[config.mk]
export PLATFORM = sky130hd
export DESIGN_NAME = pipe_stage_reg
export DESIGN_NICKNAME = d
export VERILOG_FILES = /design/src/rtl/pipe_pkg.sv /design/src/rtl/pipe_stage_ctrl.sv /design/src/rtl/pipe_stage_reg.sv
export SDC_FILE = /design/constraint.sdc
export NUM_CORES = 1
export LEC_CHECK = 0
export CAP_MARGIN = 20
export CORE_ASPECT_RATIO = 1.4
export CORE_MARGIN = 2
export CORE_UTILIZATION = 50
export CTS_CLUSTER_DIAMETER = 50
export DETAILED_ROUTE_END_ITERATION = 10
export GPL_TIMING_DRIVEN = 1
export PLACE_DENSITY = 0.89
export SYNTH_ARGS = -nofsm -noshare
export SYNTH_HDL_FRONTEND = slang
export SYNTH_SLANG_ARGS = --single-unit
[constraint.sdc]
create_clock -name clk -period 2.75 [get_ports clk]
set_input_delay 0.4125 -clock clk [delete_from_list [all_inputs] [get_ports clk]]
set_output_delay 0.4125 -clock clk [all_outputs]
set_load 0.01 [all_outputs]
[src/rtl/pipe_pkg.sv]
// Shared definitions for pipeline boundary registers: state encoding and the
// payload widths each stage packs into its boundary register.
package pipe_pkg;

  typedef enum logic [1:0] {
    EMPTY = 2'd0,
    ONE   = 2'd1,
    TWO   = 2'd2
  } pipe_state_e;

  localparam int PIPE_WIDTH_DEFAULT = 64;

  // Stage payload widths; the instantiating stage packs its fields into these.
  localparam int PIPE_PC_W     = 32;
  localparam int PIPE_INSTR_W  = 32;
  localparam int PIPE_ALUSEL_W = 3;
  localparam int PIPE_ALUOP_W  = 8;
  localparam int PIPE_REG_W    = 32;
  localparam int PIPE_IFID_W   = PIPE_PC_W + PIPE_INSTR_W;
  localparam int PIPE_IDEX_W   = PIPE_PC_W + PIPE_ALUSEL_W + PIPE_ALUOP_W + 2 * PIPE_REG_W + 1;
  localparam int PIPE_EXMEM_W  = PIPE_PC_W + PIPE_REG_W + 5 + 1;

  function automatic logic state_is_full(input pipe_state_e s);
    return (s == TWO);
  endfunction

endpackage

[src/rtl/pipe_stage_ctrl.sv]
// Occupancy FSM for pipe_stage_reg: tracks EMPTY/ONE/TWO and emits the
// handshake outputs plus the load enables for the main and skid registers.
module pipe_stage_ctrl
  import pipe_pkg::*;
#(
  parameter int SKID = 1
) (
  input  logic clk,
  input  logic rst,
  input  logic in_valid,
  input  logic out_ready,
  input  logic flush,
  output logic in_ready,
  output logic out_valid,
  output logic load_main_in,
  output logic load_main_skid,
  output logic load_skid
);

  localparam bit SKID_EN = (SKID != 0);

  pipe_state_e state_q;
  pipe_state_e state_d;
  logic        acc_s;
  logic        pop_s;

  assign out_valid = (state_q != EMPTY);

  if (SKID_EN) begin : g_skid
    // Registered ready: only the occupancy decides, never out_ready.
    assign in_ready = ~state_is_full(state_q);
  end else begin : g_noskid
    assign in_ready = ~out_valid | out_ready;
  end

  assign acc_s = in_valid & in_ready;
  assign pop_s = out_valid & out_ready;

  always_comb begin
    state_d        = state_q;
    load_main_in   = 1'b0;
    load_main_skid = 1'b0;
    load_skid      = 1'b0;
    if (flush) begin
      // Both entries are zeroed by the datapath; an accept this cycle is dropped.
      state_d = EMPTY;
    end else begin
      case (state_q)
        EMPTY: begin
          if (acc_s) begin
            state_d      = ONE;
            load_main_in = 1'b1;
          end else begin
            state_d = EMPTY;
          end
        end
        ONE: begin
          if (acc_s && (pop_s || !SKID_EN)) begin
            state_d      = ONE;
            load_main_in = 1'b1;
          end else if (acc_s) begin
            state_d   = TWO;
            load_skid = 1'b1;
          end else if (pop_s) begin
            state_d = EMPTY;
          end else begin
            state_d = ONE;
          end
        end
        TWO: begin
          if (pop_s) begin
            state_d        = ONE;
            load_main_skid = 1'b1;
          end else begin
            state_d = TWO;
          end
        end
        default: begin
          state_d = EMPTY;
        end
      endcase
    end
  end

  always_ff @(posedge clk or negedge rst) begin
    if (!rst) begin
      state_q <= EMPTY;
    end else begin
      state_q <= state_d;
    end
  end

endmodule

[src/rtl/pipe_stage_reg.sv]
// Parametrised valid/ready pipeline boundary register with optional skid entry.
// Define PIPE_STAGE_PERF_EN to add the stall_cnt/flush_cnt performance counters.
module pipe_stage_reg
  import pipe_pkg::*;
#(
  parameter int WIDTH       = PIPE_WIDTH_DEFAULT,
  parameter int SKID        = 1,
  parameter int ZERO_BUBBLE = 1
`ifdef PIPE_STAGE_PERF_EN
  ,
  parameter int CNT_W       = 16
`endif
) (
  input  logic             clk,
  input  logic             rst,
  input  logic             in_valid,
  output logic             in_ready,
  input  logic [WIDTH-1:0] in_data,
  output logic             out_valid,
  input  logic             out_ready,
  output logic [WIDTH-1:0] out_data,
  input  logic             flush
`ifdef PIPE_STAGE_PERF_EN
  ,
  output logic [CNT_W-1:0] stall_cnt,
  output logic [CNT_W-1:0] flush_cnt
`endif
);

  logic [WIDTH-1:0] main_q;
  logic [WIDTH-1:0] main_d;
  logic [WIDTH-1:0] skid_q;
  logic [WIDTH-1:0] skid_d;
  logic             load_main_in_s;
  logic             load_main_skid_s;
  logic             load_skid_s;

  pipe_stage_ctrl #(
    .SKID(SKID)
  ) u_ctrl (
    .clk            (clk),
    .rst            (rst),
    .in_valid       (in_valid),
    .out_ready      (out_ready),
    .flush          (flush),
    .in_ready       (in_ready),
    .out_valid      (out_valid),
    .load_main_in   (load_main_in_s),
    .load_main_skid (load_main_skid_s),
    .load_skid      (load_skid_s)
  );

  always_comb begin
    main_d = main_q;
    skid_d = skid_q;
    if (flush) begin
      main_d = '0;
      skid_d = '0;
    end else begin
      if (load_main_in_s) begin
        main_d = in_data;
      end else if (load_main_skid_s) begin
        main_d = skid_q;
      end else begin
        main_d = main_q;
      end
      if (load_skid_s) begin
        skid_d = in_data;
      end else begin
        skid_d = skid_q;
      end
    end
  end

  always_ff @(posedge clk or negedge rst) begin
    if (!rst) begin
      main_q <= '0;
      skid_q <= '0;
    end else begin
      main_q <= main_d;
      skid_q <= skid_d;
    end
  end

  if (ZERO_BUBBLE != 0) begin : g_zero_bubble
    // A bubble must look exactly like a NOP downstream.
    assign out_data = out_valid ? main_q : '0;
  end else begin : g_stale_bubble
    assign out_data = main_q;
  end

`ifdef PIPE_STAGE_PERF_EN
  localparam logic [CNT_W-1:0] CNT_ONE = {{(CNT_W-1){1'b0}}, 1'b1};
  localparam logic [CNT_W-1:0] CNT_MAX = {CNT_W{1'b1}};

  logic [CNT_W-1:0] stall_q;
  logic [CNT_W-1:0] stall_d;
  logic [CNT_W-1:0] flushc_q;
  logic [CNT_W-1:0] flushc_d;

  // Saturating counters; a flush cycle is not a stall.
  always_comb begin
    if (out_valid && !out_ready && !flush && (stall_q != CNT_MAX)) begin
      stall_d = stall_q + CNT_ONE;
    end else begin
      stall_d = stall_q;
    end
    if (flush && out_valid && (flushc_q != CNT_MAX)) begin
      flushc_d = flushc_q + CNT_ONE;
    end else begin
      flushc_d = flushc_q;
    end
  end

  always_ff @(posedge clk or negedge rst) begin
    if (!rst) begin
      stall_q  <= '0;
      flushc_q <= '0;
    end else begin
      stall_q  <= stall_d;
      flushc_q <= flushc_d;
    end
  end

  assign stall_cnt = stall_q;
  assign flush_cnt = flushc_q;
`endif

endmodule

After elaboration in Yosys (flattened, before gate mapping)

Cells that the tools add are included.

Register bits after elaboration: 130
Output and inout bits: 66
Bits of input ports: 69
Word-level logic and storage cells: 36

Muxes and demuxes: 23
Reduce and logical (&&, ||, !) cells: 5
Eq/ne operators: 2
Bitwise logic cells: 3

Operator list:

| cell                                                             | count |
|---|---|
| 64-bit 2-to-1 mux                                                | 6 |
| 1-bit 2-to-1 mux                                                 | 11 |
| 2-bit 2-to-1 mux                                                 | 4 |
| 2-bit case mux with 3 select lines                               | 1 |
| 2-bit nonzero test                                               | 2 |
| 3-bit nonzero test                                               | 1 |
| 1-bit bitwise AND                                                | 2 |
| 2-bit by 1-bit == test with 1-bit output (second input constant) | 1 |
| 2-bit == test (second input constant)                            | 1 |
| 2-bit zero test                                                  | 1 |
| 1-bit case mux with 2 select lines                               | 1 |
| 1-bit logical AND                                                | 1 |
| 1-bit NOT                                                        | 1 |

Logic depth before layout (Yosys ltp)

Depth after elaboration: 9
Mapped depth: 11
Gate-level depth less buffers: 8

Cells and area by module

A second synthesis with hierarchy kept.

Cell total of the unflattened synthesis: 582
Area total of the unflattened synthesis: 6,478.7 um2

Modules (own cells, without submodules):

| module          | instances | area each (um2) | sequential area each (um2) | cells an instance |
|---|---|---|---|---|
| pipe_stage_reg  | 1         | 6,297.3         | 3,203.1                    | 561 |
| pipe_stage_ctrl | 1         | 181.4           | 50.0                       | 21 |

Worst setup path after synthesis

No wires, ideal clock.

Kind: reg-to-reg
From: register u_ctrl.state_q[1]
To: register main_q[0]
Library setup time: 0.123 ns
Arrival: 2.046 ns
Buffers on the path: 3
Clock period less this slack: 2.170 ns
Path slack: 0.580 ns
Required time: 2.627 ns
Cell stages (with the launch flop): 12
Path through: dfrtp_1 -> buf_2 -> or2_2 -> clkbuf_1 -> nand2_1 -> inv_1 -> ha_1 -> mux2i_1 -> nor2_4 -> buf_8 -> mux2i_1 -> o2bb2ai_1

Elaborated cells on any way between the ends: 18
Classes of those cells: eq/ne (2); mux (9); bitwise (3); reduce/logical (4)

RTL lines:

| item                               | line                  | text |
|---|---|---|
| start: declaration                 | pipe_stage_ctrl.sv:22 | `pipe_state_e state_q;` |
| start signal: assignment           | pipe_stage_ctrl.sv:89 | `state_q <= state_d;` |
| 2-bit nonzero test *               | pipe_stage_ctrl.sv:27 | `assign out_valid = (state_q != EMPTY);` |
| named net out_valid                | pipe_stage_reg.sv:19  | `output logic out_valid,` |
| 1-bit bitwise AND *                | pipe_stage_ctrl.sv:37 | `assign pop_s = out_valid & out_ready;` |
| 1-bit logical AND                  | pipe_stage_ctrl.sv:58 | `if (acc_s && (pop_s \|\| !SKID_EN)) begin` |
| 1-bit 2-to-1 mux                   | pipe_stage_ctrl.sv:58 |  |
| 1-bit case mux with 2 select lines | pipe_stage_ctrl.sv:48 | `case (state_q)` |
| 1-bit 2-to-1 mux                   | pipe_stage_ctrl.sv:44 | `if (flush) begin` |
| 64-bit 2-to-1 mux                  | pipe_stage_reg.sv:60  | `if (load_main_in_s) begin` |
| 64-bit 2-to-1 mux                  | pipe_stage_reg.sv:56  | `if (flush) begin` |
| end signal: assignment             | pipe_stage_reg.sv:80  | `main_q <= main_d;` |
| end: declaration                   | pipe_stage_reg.sv:30  | `logic [WIDTH-1:0] main_q;` |

The timed path passes the listed nets; every way through them passes the cells marked *.
A chain may end at the register's enable or synchronous reset.

Final worst setup path

From: register u_ctrl.state_q[1]
To: output port out_data[41]

Cells in the longest elaborated chain, start to end: 2

RTL lines:

| item               | line                  | text |
|---|---|---|
| 2-bit nonzero test | pipe_stage_ctrl.sv:27 |  |
| 64-bit 2-to-1 mux  | pipe_stage_reg.sv:87  | `assign out_data = out_valid ? main_q : '0;` |
| end: declaration   | pipe_stage_reg.sv:21  | `output logic [WIDTH-1:0] out_data,` |

No other way between the ends.

==> results.txt <==
The flow ran to the end, and the final reports show no timing, DRC or antenna violations. The post-route netlist has 9.29% of its cells at a drive strength greater than 1. The count of input and output buffers came out at 134. The launch instance of the worst register-to-register path is u_ctrl.state_q[1]$_DFF_PN0_. The worst hold path class is in2async. The cell family contributing the most delay on the critical path is buffers and inverters. The number of fillers in the final layout came out at 792. The most frequent standard cell in the layout excluding fill and tap cells is sky130_fd_sc_hd__clkdlybuf4s50_1. The average detailed-routed wire length per instance is 21.1 um. After clock tree synthesis, the clock-pin slew on the worst setup and hold paths is 60 ps. The worst endpoint data arrival time is 2190 ps. The sum of net half-perimeters after detailed placement is 9720 um.

Total power for the finished layout comes to 5.25 mW. The count of inserted antenna diode cells came out at 0. The maximum level of the CTS H-tree is 4. In the post-synthesis netlist, the biggest area contributors are sky130_fd_sc_hd__dfrtp_1 (56%), sky130_fd_sc_hd__mux2i_1 (11%), sky130_fd_sc_hd__a22o_1 (9.6%). STA puts the critical path data required time at 2340 ps. The number of buffers and inverters on the critical path is 2.

The total power density per cell area is 657 mW/mm^2. When the netlist entered floorplanning its net count stood at 521. The mean post-synth cell area is 13.0 um^2. The post-CTS repair timing setup buffer count is 0.

The net total in the final layout came out at 650. The remaining max-slew budget at the tightest pin came out at 44.3%. Routability-driven placement finished with a final weighted congestion of 0.800. Setup repair after global routing left no endpoint under its margin. The floorplan core area came out at 0.0114 mm^2.

The highest cell delay on the worst timing path came out at 560 ps. The number of CTS-inserted buffers came out at 17. The kind of critical path is reg2out. The worst setup path is captured at a primary output. The final cycle utilization of the critical path came out at 94.8%. The worst register-to-register path ends at main_q[45]$_DFFE_PN0P_. The first routing iteration left 227 violations. In this run the deepest clock path goes through 2 buffers. The remaining antenna violation count came out at 0.

The largest fanout on the critical path came out at 65. The area taken by multi-input logic gates came out at 0.00235 mm^2. The tool flagged a number of max-cap violations equal to 0. The width of the die came out at 95.4 um. The portion of synthesized cell area occupied by the leading cell type is 55.7%.

TritonCTS built the clock tree. In this run the clock root is driven by a sky130_fd_sc_hd__clkbuf_16. After detailed routing, the number of vias per cell comes to 5.91. The routed layout has 4349 vias. The timing-limited maximum frequency came out at 0.384 GHz. The count of pins over their slew limit is 0.

The hold violation total from the final report was 0. The overall track demand over capacity in global routing came out at 26.1%. The post-route DRC violation count came out at 0. Measured in cells, the most critical reg-to-reg path has a length of 8. The maximum number of pins on one net before global-route repair came out at 66. For this design the static power due to leakage is 3.54 nW. The synthesis warning total came out at 0. The number of hold buffers added after CTS was 0. The tightest hold path in the finished design has a slack of 114 ps. The initial core utilization is 51.3%.

The standard-cell row count is 46. The register bit count reported by yosys is 130. The initial antenna violation count is 0. The count of clock tree sinks came out at 130. The number of detailed-route iterations in the first pass came out at 4. The slowest cell on the critical path is sky130_fd_sc_hd__clkdlybuf4s50_1.

The number of distinct library cells after synthesis is 24. The height of the die is 132 um. The overall routed net length came out at 15500 um. The first global-routing pass estimated 25400 um of wire. After synthesis the cells add up to 0.00585 mm^2. The worst setup path is launched from a flip-flop. The register-to-register path setup slack came out at 550 ps.

The synthesized instance count is 450. The final count of negative-setup-slack endpoints is 0. The area used by sequential logic in the layout came out at 0.00325 mm^2. For the final routed database, the setup TNS stands at 0 ps. The worst path in the final design needs a cycle of 2610 ps, including I/O delays and setup. The worst-case vdd ir drop came out at 0.000417 V. The clock tree skew after final layout came out at 7.77 ps. The total congestion overflow came out at 0. The proportion of synthesized chip area in sequential cells is 55.7%. The number of global-route vias before repair came to 4871.

The full die area came out at 0.0126 mm^2. Relative to the synthesized area, the layout overhead comes to 36.7%. In this run the count of I/O pins placed on the die edge is 135.

The library cells used most frequently in the layout, excluding fill and tap cells, are sky130_fd_sc_hd__clkdlybuf4s50_1 (133), sky130_fd_sc_hd__dfrtp_1 (130), sky130_fd_sc_hd__mux2i_1 (66). The biggest area contributor in the post-synthesis netlist is sky130_fd_sc_hd__dfrtp_1. The insertion delay of the later-clocked pin in the worst-skew pair is 410 ps. The transition time of the tightest slew-check pin came out at 836 ps. The critical path goes through or2_2 > buf_8 > and2_1 > clkdlybuf4s50_1.
==> per-layer routing <==
layer	vias up	track usage (%)	share of wire (%)	routed length (um)
met5	-	0	0	0
met1	2235	31.9	40	6240
met3	25	7.20	5.1	794
met4	0	9.21	1.8	272
met2	159	43.9	53	8220
li1	1930	-	-	-
==> where the power goes <==
part	internal, mW	total, mW	switching (mW)
Sequential	2.01	2.07	0.0582
Combinational	0.318	0.671	0.352
Clock	1.70	2.51	0.808
==> final cells by class <==
| class | count | share of cell area [%] |
|---|---|---|
| Sequential cell | 130 | 40.7 |
| Multi-Input combinational cell | 279 | 29.4 |
| Clock inverter | 9 | 2.19 |
| Inverter | 1 | 0.0470 |
| Timing Repair Buffer | 150 | 19.3 |
| Clock buffer | 23 | 6.11 |
| Tap cell | 144 | 2.26 |
==> synthesized netlist by cell type <==
library cell                  n
sky130_fd_sc_hd__dfrtp_1    130
sky130_fd_sc_hd__mux2i_1     66
sky130_fd_sc_hd__and2_1      65
sky130_fd_sc_hd__a22o_1      64
sky130_fd_sc_hd__o2bb2ai_1   64
sky130_fd_sc_hd__buf_2       20
sky130_fd_sc_hd__clkbuf_1     7
sky130_fd_sc_hd__buf_4        6
sky130_fd_sc_hd__buf_8        6
sky130_fd_sc_hd__nor2_1       3
sky130_fd_sc_hd__a21oi_1      2
sky130_fd_sc_hd__ha_1         2
sky130_fd_sc_hd__nand2_1      2
sky130_fd_sc_hd__nand2b_1     2
sky130_fd_sc_hd__nor2_2       2
sky130_fd_sc_hd__buf_1        1
sky130_fd_sc_hd__inv_1        1
sky130_fd_sc_hd__mux2_2       1
sky130_fd_sc_hd__nand3b_1     1
sky130_fd_sc_hd__nor2_4       1
sky130_fd_sc_hd__nor2b_2      1
sky130_fd_sc_hd__o21ai_0      1
sky130_fd_sc_hd__or2_2        1
sky130_fd_sc_hd__or3_1        1
==> per-stage QoR <==
| stage | utilization [%] | cell area, um^2 | worst slack (ps) | cells |
|---|---|---|---|---|
| 2_1_floorplan | - | 5850 | 580 | 450 |
| 3_3_place_gp | 64.2 | 7320 | 489 | 704 |
| 3_5_place_dp | 64.2 | 7320 | 356 | 704 |
| 4_1_cts | 70.1 | 7990 | 66.8 | 736 |
| 5_1_grt | 70.1 | 7990 | 47.9 | 736 |
| 6_report | 70.1 | 7990 | 144 | 736 |
==> registers in the layout, indices dropped and copies added, names as in the netlist <==
register and count:
u_ctrl.state_q 2, main_q 64, skid_q 64
==> cell families (layout without fill, tap and decap cells) <==
group                    count (synthesis)  after routing  synth area share, %
AND/OR/NAND/NOR                         79             79                 8.39
buffers and inverters                   41            183                 4.60
AO/OA/AOI/OAI                          131            131                 19.4
flip-flops                             130            130                 55.7
multiplexers                            67             67                 11.5
adder cells (fa/ha/maj)                  2              2                0.428
==> worst max-delay path by stage <==
stage                                     start  slack (ps)  cells past startpoint                endpoint
floorplan           u_ctrl.state_q[1]$_DFF_PN0_         580                     11   main_q[0]$_DFFE_PN0P_
global placement                      out_ready         490                      9   main_q[8]$_DFFE_PN0P_
detailed placement                    out_ready         360                      9  main_q[36]$_DFFE_PN0P_
CTS                 u_ctrl.state_q[1]$_DFF_PN0_          70                      4            out_data[41]
global route        u_ctrl.state_q[1]$_DFF_PN0_          50                      4            out_data[41]
finish              u_ctrl.state_q[1]$_DFF_PN0_         140                      4            out_data[41]
==> what timing repair did <==
item,4_1_cts,5_1_grt
endpoints found under the setup margin,55,2
pin swaps,0,0
gates resized for setup,1,2
Power figures use the tool's default switching activity.
==> variant 1, RTL diff (same flow settings) <==
The 3 states of `pipe_state_e` get a one-hot encoding in 3 bits.
--- a/src/rtl/pipe_pkg.sv
+++ b/src/rtl/pipe_pkg.sv
@@ -4,6 +4,6 @@
 
-  typedef enum logic [1:0] {
-    EMPTY = 2'd0,
-    ONE   = 2'd1,
-    TWO   = 2'd2
+  typedef enum logic [2:0] {
+    EMPTY = 3'b001,
+    ONE   = 3'b010,
+    TWO   = 3'b100
   } pipe_state_e;
Behaviour: same outputs for any inputs over 4 cycles, from zero or initial values and one cycle with rst low; so few cycles prove little.
==> variant 1 against the unedited design <==
- register-to-register slack gained 110 ps
- worst hold slack got worse by 58 ps
- combinational power up 8.9%
- largest cell class unchanged
- power is 0.65% lower
- wire length grew 7.0%
- worst setup slack worse by 29 ps
- final area grew 4.2%
- critical path type unchanged
- sequential cell count up 1
- synthesized area up 6.2%
- synthesized cell count up 19%
==> variant 1: results (changes against the unedited design) <==
Outcome
  – Status: finished clean

Setup path
  – CP Max Fanout: 18 (-72%)
  – Crit-path max cell delay: 600 ps (+40 ps)
  – Worst path arrival time: 2220 ps (+30 ps)
  – Critical path's slowest cell: dfstp_2
  – R2R Setup Slk: 660 ps (+110 ps)

Logic synthesis
  – Ys Warns: 0 (unchanged)
  – Mux cell area share after synthesis: 10.5% (-1.0 points)
  – Post-synth ARST share: 100% (unchanged)
  – Sequential area share after synthesis: 52.8% (-2.8 points)
  – Post-synthesis compound-gate area fraction: 19.7% (+0.24 points)
  – Post-Syn Instances: 534 (+19%)
  – Syn_nets: 604 (+16%)
  – Synth Area in Adders: 0.202% (-0.23 points)
  – Post-synthesis xor/xnor area fraction: 0% (unchanged)
  – Synth area leaders: dfrtp_1 52%, mux2i_1 10%, a22o_1 9.0%, a221oi_1 7.9%, nor2b_1 6.7%
  – Commonest cells in the netlist: 130 x dfrtp_1, 67 x nor2_1, 66 x nor2b_1
  – Top cell type's share of synthesized area: 52.4% (-3.2 points)
  – Post-synthesis cell type count: 26 (+8.3%)

Power and ir drop
  – Clk power: 0.00240 W (-4%)
  – Lkg Pwr: 3.42 nW (-3.5%)
  – Clock share of power: 46.1% (-1.8 points)
  – Sequential Power Share: 39.9% (+0.5 points)
  – VDD IR max: 0.000370 V (-11%)
  – Switching portion of total power: 23.3% (+0.050 points)

Layout
  – Filler Cell Count: 895 (+13%)
  – Share of cells above drive strength 1: 9.85% (+0.56 points)
  – Non-Filler Instances: 810 (+10%)
  – Biggest regs: main_q (64), skid_q (64), u_ctrl.state_q (3)
  – Nets: 720 (+11%)

Detailed routing
  – M1 WL: 6.65 mm (+6.6%)
  – WL met2: 8.73 mm (+6.3%)
  – 1st-pass router iterations: 5 (+1)
  – Routed vias: 4969 (+14%)
  – Met3 WL post-DR: 865 µm (+8.9%)
  – DRT iter0 DRCs: 315 (+39%)
  – Overall routed net length: 16.6 mm (+7.0%)

GRT
  – Largest net degree at the start of global routing: 59 (-11%)
  – Met3 Use GR: 4.94% (-2.3 points)
  – First-pass GRT wire length: 26.6 mm (+4.6%)
  – Met1 Usage GRT: 30.7% (-1.2 points)
  – Grt met2 use: 44.5% (+0.59 points)
  – Vias in the first global route: 5293 (+8.7%)
  – All-layer global routing usage: 25.4% (-0.74 points)

Placement
  – Placer Congestion: 0.803 (+0.46%)
  – PortBufs: 134 (unchanged)
  – Placement Setup Slack: 364 ps (+8.67 ps)
  – Inst Count DP: 780 (+11%)
  – Detailed Place HPWL: 10.3 mm (+5.7%)
  – Placed cell area: 7690 µm² (+5.1%)

Clocking
  – CTS resizes: 0 (-1)
  – Clk_lat worst skew: 410 ps (about the same)
  – Postcts setup bufs: 1 (+1)
  – H-tree Lvls: 4 (unchanged)
  – TritonCTS Buffers: 17 (unchanged)

STA
  – Final Critical Period: 2630 ps (+29.1 ps)
  – Worst hold slack: 56.1 ps (-57.9 ps)
  – Clk_skew: 8.02 ps (+0.248 ps)
  – Worst slew margin: 48.9% (+4.6 points)
## variant 1: final timing paths
check / startpoint / end / cells past startpoint
max: u_ctrl.state_q[0]$_DFF_PN1_ / out_data[1] / 5
min: rst / main_q[46]$_DFFE_PN0P_ / 1
max reg2reg: u_ctrl.state_q[0]$_DFF_PN1_ / u_ctrl.state_q[0]$_DFF_PN1_ / 7
min reg2reg: skid_q[31]$_DFFE_PN0P_ / skid_q[31]$_DFFE_PN0P_ / 1
max in group asynchronous: rst / skid_q[46]$_DFFE_PN0P_ / 2
min in group clk: flush / main_q[12]$_DFFE_PN0P_ / 2
## variant 1: cell type report
| type | count | area [µm²] | area share [%] |
|---|---|---|---|
| tap | 150 | 188 | 2.25 |
| clock inverter | 4 | 120 | 1.44 |
| inverter | 2 | 7.51 | 0.0901 |
| sequential | 131 | 3280 | 39.4 |
| timing repair buffer | 153 | 1560 | 18.8 |
| multi-input combinational | 345 | 2660 | 32.0 |
| clock buffer | 25 | 505 | 6.07 |
==> variant 2, RTL diff (same flow settings) <==
Made on the original files. Add a define of `PIPE_STAGE_PERF_EN`.
--- a/src/rtl/pipe_stage_reg.sv
+++ b/src/rtl/pipe_stage_reg.sv
@@ -2,2 +2,4 @@
 // Define PIPE_STAGE_PERF_EN to add the stall_cnt/flush_cnt performance counters.
+`define PIPE_STAGE_PERF_EN
+
 module pipe_stage_reg
Behaviour (old outputs only; new: flush_cnt and stall_cnt): unchanged (Yosys induction, for registers that start in step).
==> variant 2 against the unedited design <==
- power up 22%
- worst hold slack better by 370 ps
- first-iteration DRC count up 30%
- final area up 25%
- sequential cell count up 32
- register-to-register slack about the same
- synthesized area up 27%
- largest cell class unchanged
- wire length up 15%
- critical path type unchanged
- worst setup slack worse by 1.9 ps
- core utilization down 1.5 points
- non-clock buffer count up 33
- highest routed layer unchanged
==> variant 2: results (changes against the unedited design) <==
Outcome
  – Status: finished clean

Logic synthesis
  – Synth area leaders: dfrtp_1 55%, mux2i_1 8.9%, a22o_1 7.5%, a211oi_1 6.5%, and2_1 5.5%
  – Post-synthesis cell type count: 42 (+75%)
  – Number of synthesized flops with an enable pin: 0 (unchanged)
  – Sequential area share after synthesis: 54.6% (-1.1 points)
  – Syn_nets: 724 (+39%)
  – Post-synthesis compound-gate area fraction: 15.6% (-3.9 points)
  – Commonest cells in the netlist: 162 x dfrtp_1, 76 x nor2_1, 66 x mux2i_1
  – Synth Area in Adders: 0.674% (+0.25 points)
  – Post-synthesis xor/xnor area fraction: 2.95% (+2.9 points)
  – Mux cell area share after synthesis: 9.35% (-2.1 points)
  – Post-synth ARST share: 100% (unchanged)

Clocking
  – CTS resizes: 0 (-1)
  – CTS Hold Bufs: 1 (+1)
  – H-tree Lvls: 4 (unchanged)

GRT
  – Vias in the first global route: 5687 (+17%)
  – All-layer global routing usage: 22.9% (-3.2 points)
  – Largest net degree at the start of global routing: 73 (+11%)
  – First-pass GRT wire length: 28.9 mm (+14%)

Detailed routing
  – Overall routed net length: 17.9 mm (+15%)
  – DRT iter0 DRCs: 294 (+30%)
  – WL met2: 9.51 mm (+16%)
  – DR top layer: met4
  – 1st-pass router iterations: 4 (unchanged)
  – M1 WL: 7.31 mm (+17%)
  – Met3 WL post-DR: 619 µm (-22%)
  – Vias per inst: 5.72 (-3.3%)

Layout
  – Biggest regs: main_q (64), skid_q (64)
  – N_diodes: 0 (unchanged)
  – Share of cells above drive strength 1: 7.48% (-1.8 points)
  – Nets: 877 (+35%)
  – Filler Cell Count: 1034 (+31%)

Power and ir drop
  – Total sequential power: 0.00275 W (+33%)
  – Switching portion of total power: 26.2% (+3.0 points)
  – Lkg Pwr: 4.37 nW (+23%)
  – VDD IR max: 0.000417 V (+0.19%)
  – Combinational gate power: 0.00115 W (+71%)

Placement
  – PortBufs: 166 (+24%)
  – Placed cell area: 9320 µm² (+27%)
  – Detailed Place HPWL: 12.1 mm (+25%)
  – Placer Congestion: 0.843 (+5.4%)

Worst hold path
  – Hold Path Class: flop to flop

Setup path
  – CP required: 2340 ps (about the same)
  – CP Max Fanout: 36 (-45%)

STA
  – Worst slew margin: 55.5% (+11 points)
  – Clk_skew: 10.4 ps (+2.63 ps)
-- variant 2: changes by cell type after synthesis, sizes merged, moves of 15 or more --
cell | before | now
dfrtp | 130 | 162
nor2 | 6 | 78
a211oi | 0 | 64
o2bb2ai | 64 | 0
xnor2 | 0 | 15
clkbuf | 7 | 25
-- variant 2: final timing paths --
kind / endpoint / depth (start not counted)
worst max-delay path: out_data[0] / 5
worst min-delay path: stall_cnt[15]$_DFFE_PN0P_ / 1
worst max register to register: main_q[4]$_DFFE_PN0P_ / 10
worst min register to register: stall_cnt[15]$_DFFE_PN0P_ / 1
max in group asynchronous: stall_cnt[10]$_DFFE_PN0P_ / 3
min in group asynchronous: main_q[55]$_DFFE_PN0P_ / 2
-- variant 2: worst max-delay path: stages, from the launching register on --
cell             delay (ps)
dfrtp_1                 490
nor2_2                   90
inv_2                   100
buf_4                   320
and2_1                  220
clkdlybuf4s50_1         550
-- variant 2: layout make-up --
type                            count  area share, %
Clock buffer                       20           4.49
Clock inverter                     11           1.80
Inverter                            4          0.151
Multi-Input combinational cell    436           31.7
Sequential cell                   162           40.7
Tap cell                          189           2.38
Timing Repair Buffer              183           18.7
-- variant 2: metrics by stage --
stage | hold slack [ps] | instances | total power [W] | setup slack (ps) | utilization (%)
after global routing | 502 | 1005 | 0.00668 | 32.5 | 68.6
after global placement | 427 | 973 | 0.00390 | 376 | 64.2
after CTS | 475 | 1005 | 0.00645 | 114 | 68.6
final | 486 | 1005 | 0.00640 | 142 | 68.6
after detailed placement | 433 | 973 | 0.00394 | 258 | 64.2
after floorplan | 117 | 651 | 0.00337 | 539 | -
-- variant 2: metal layers --
layer  track usage (%)  vias to the layer above
met3              3.20                       30
met5                 0                        -
met4              8.25                        0
met2              40.3                      161
met1              28.7                     2889
li1                  -                     2664
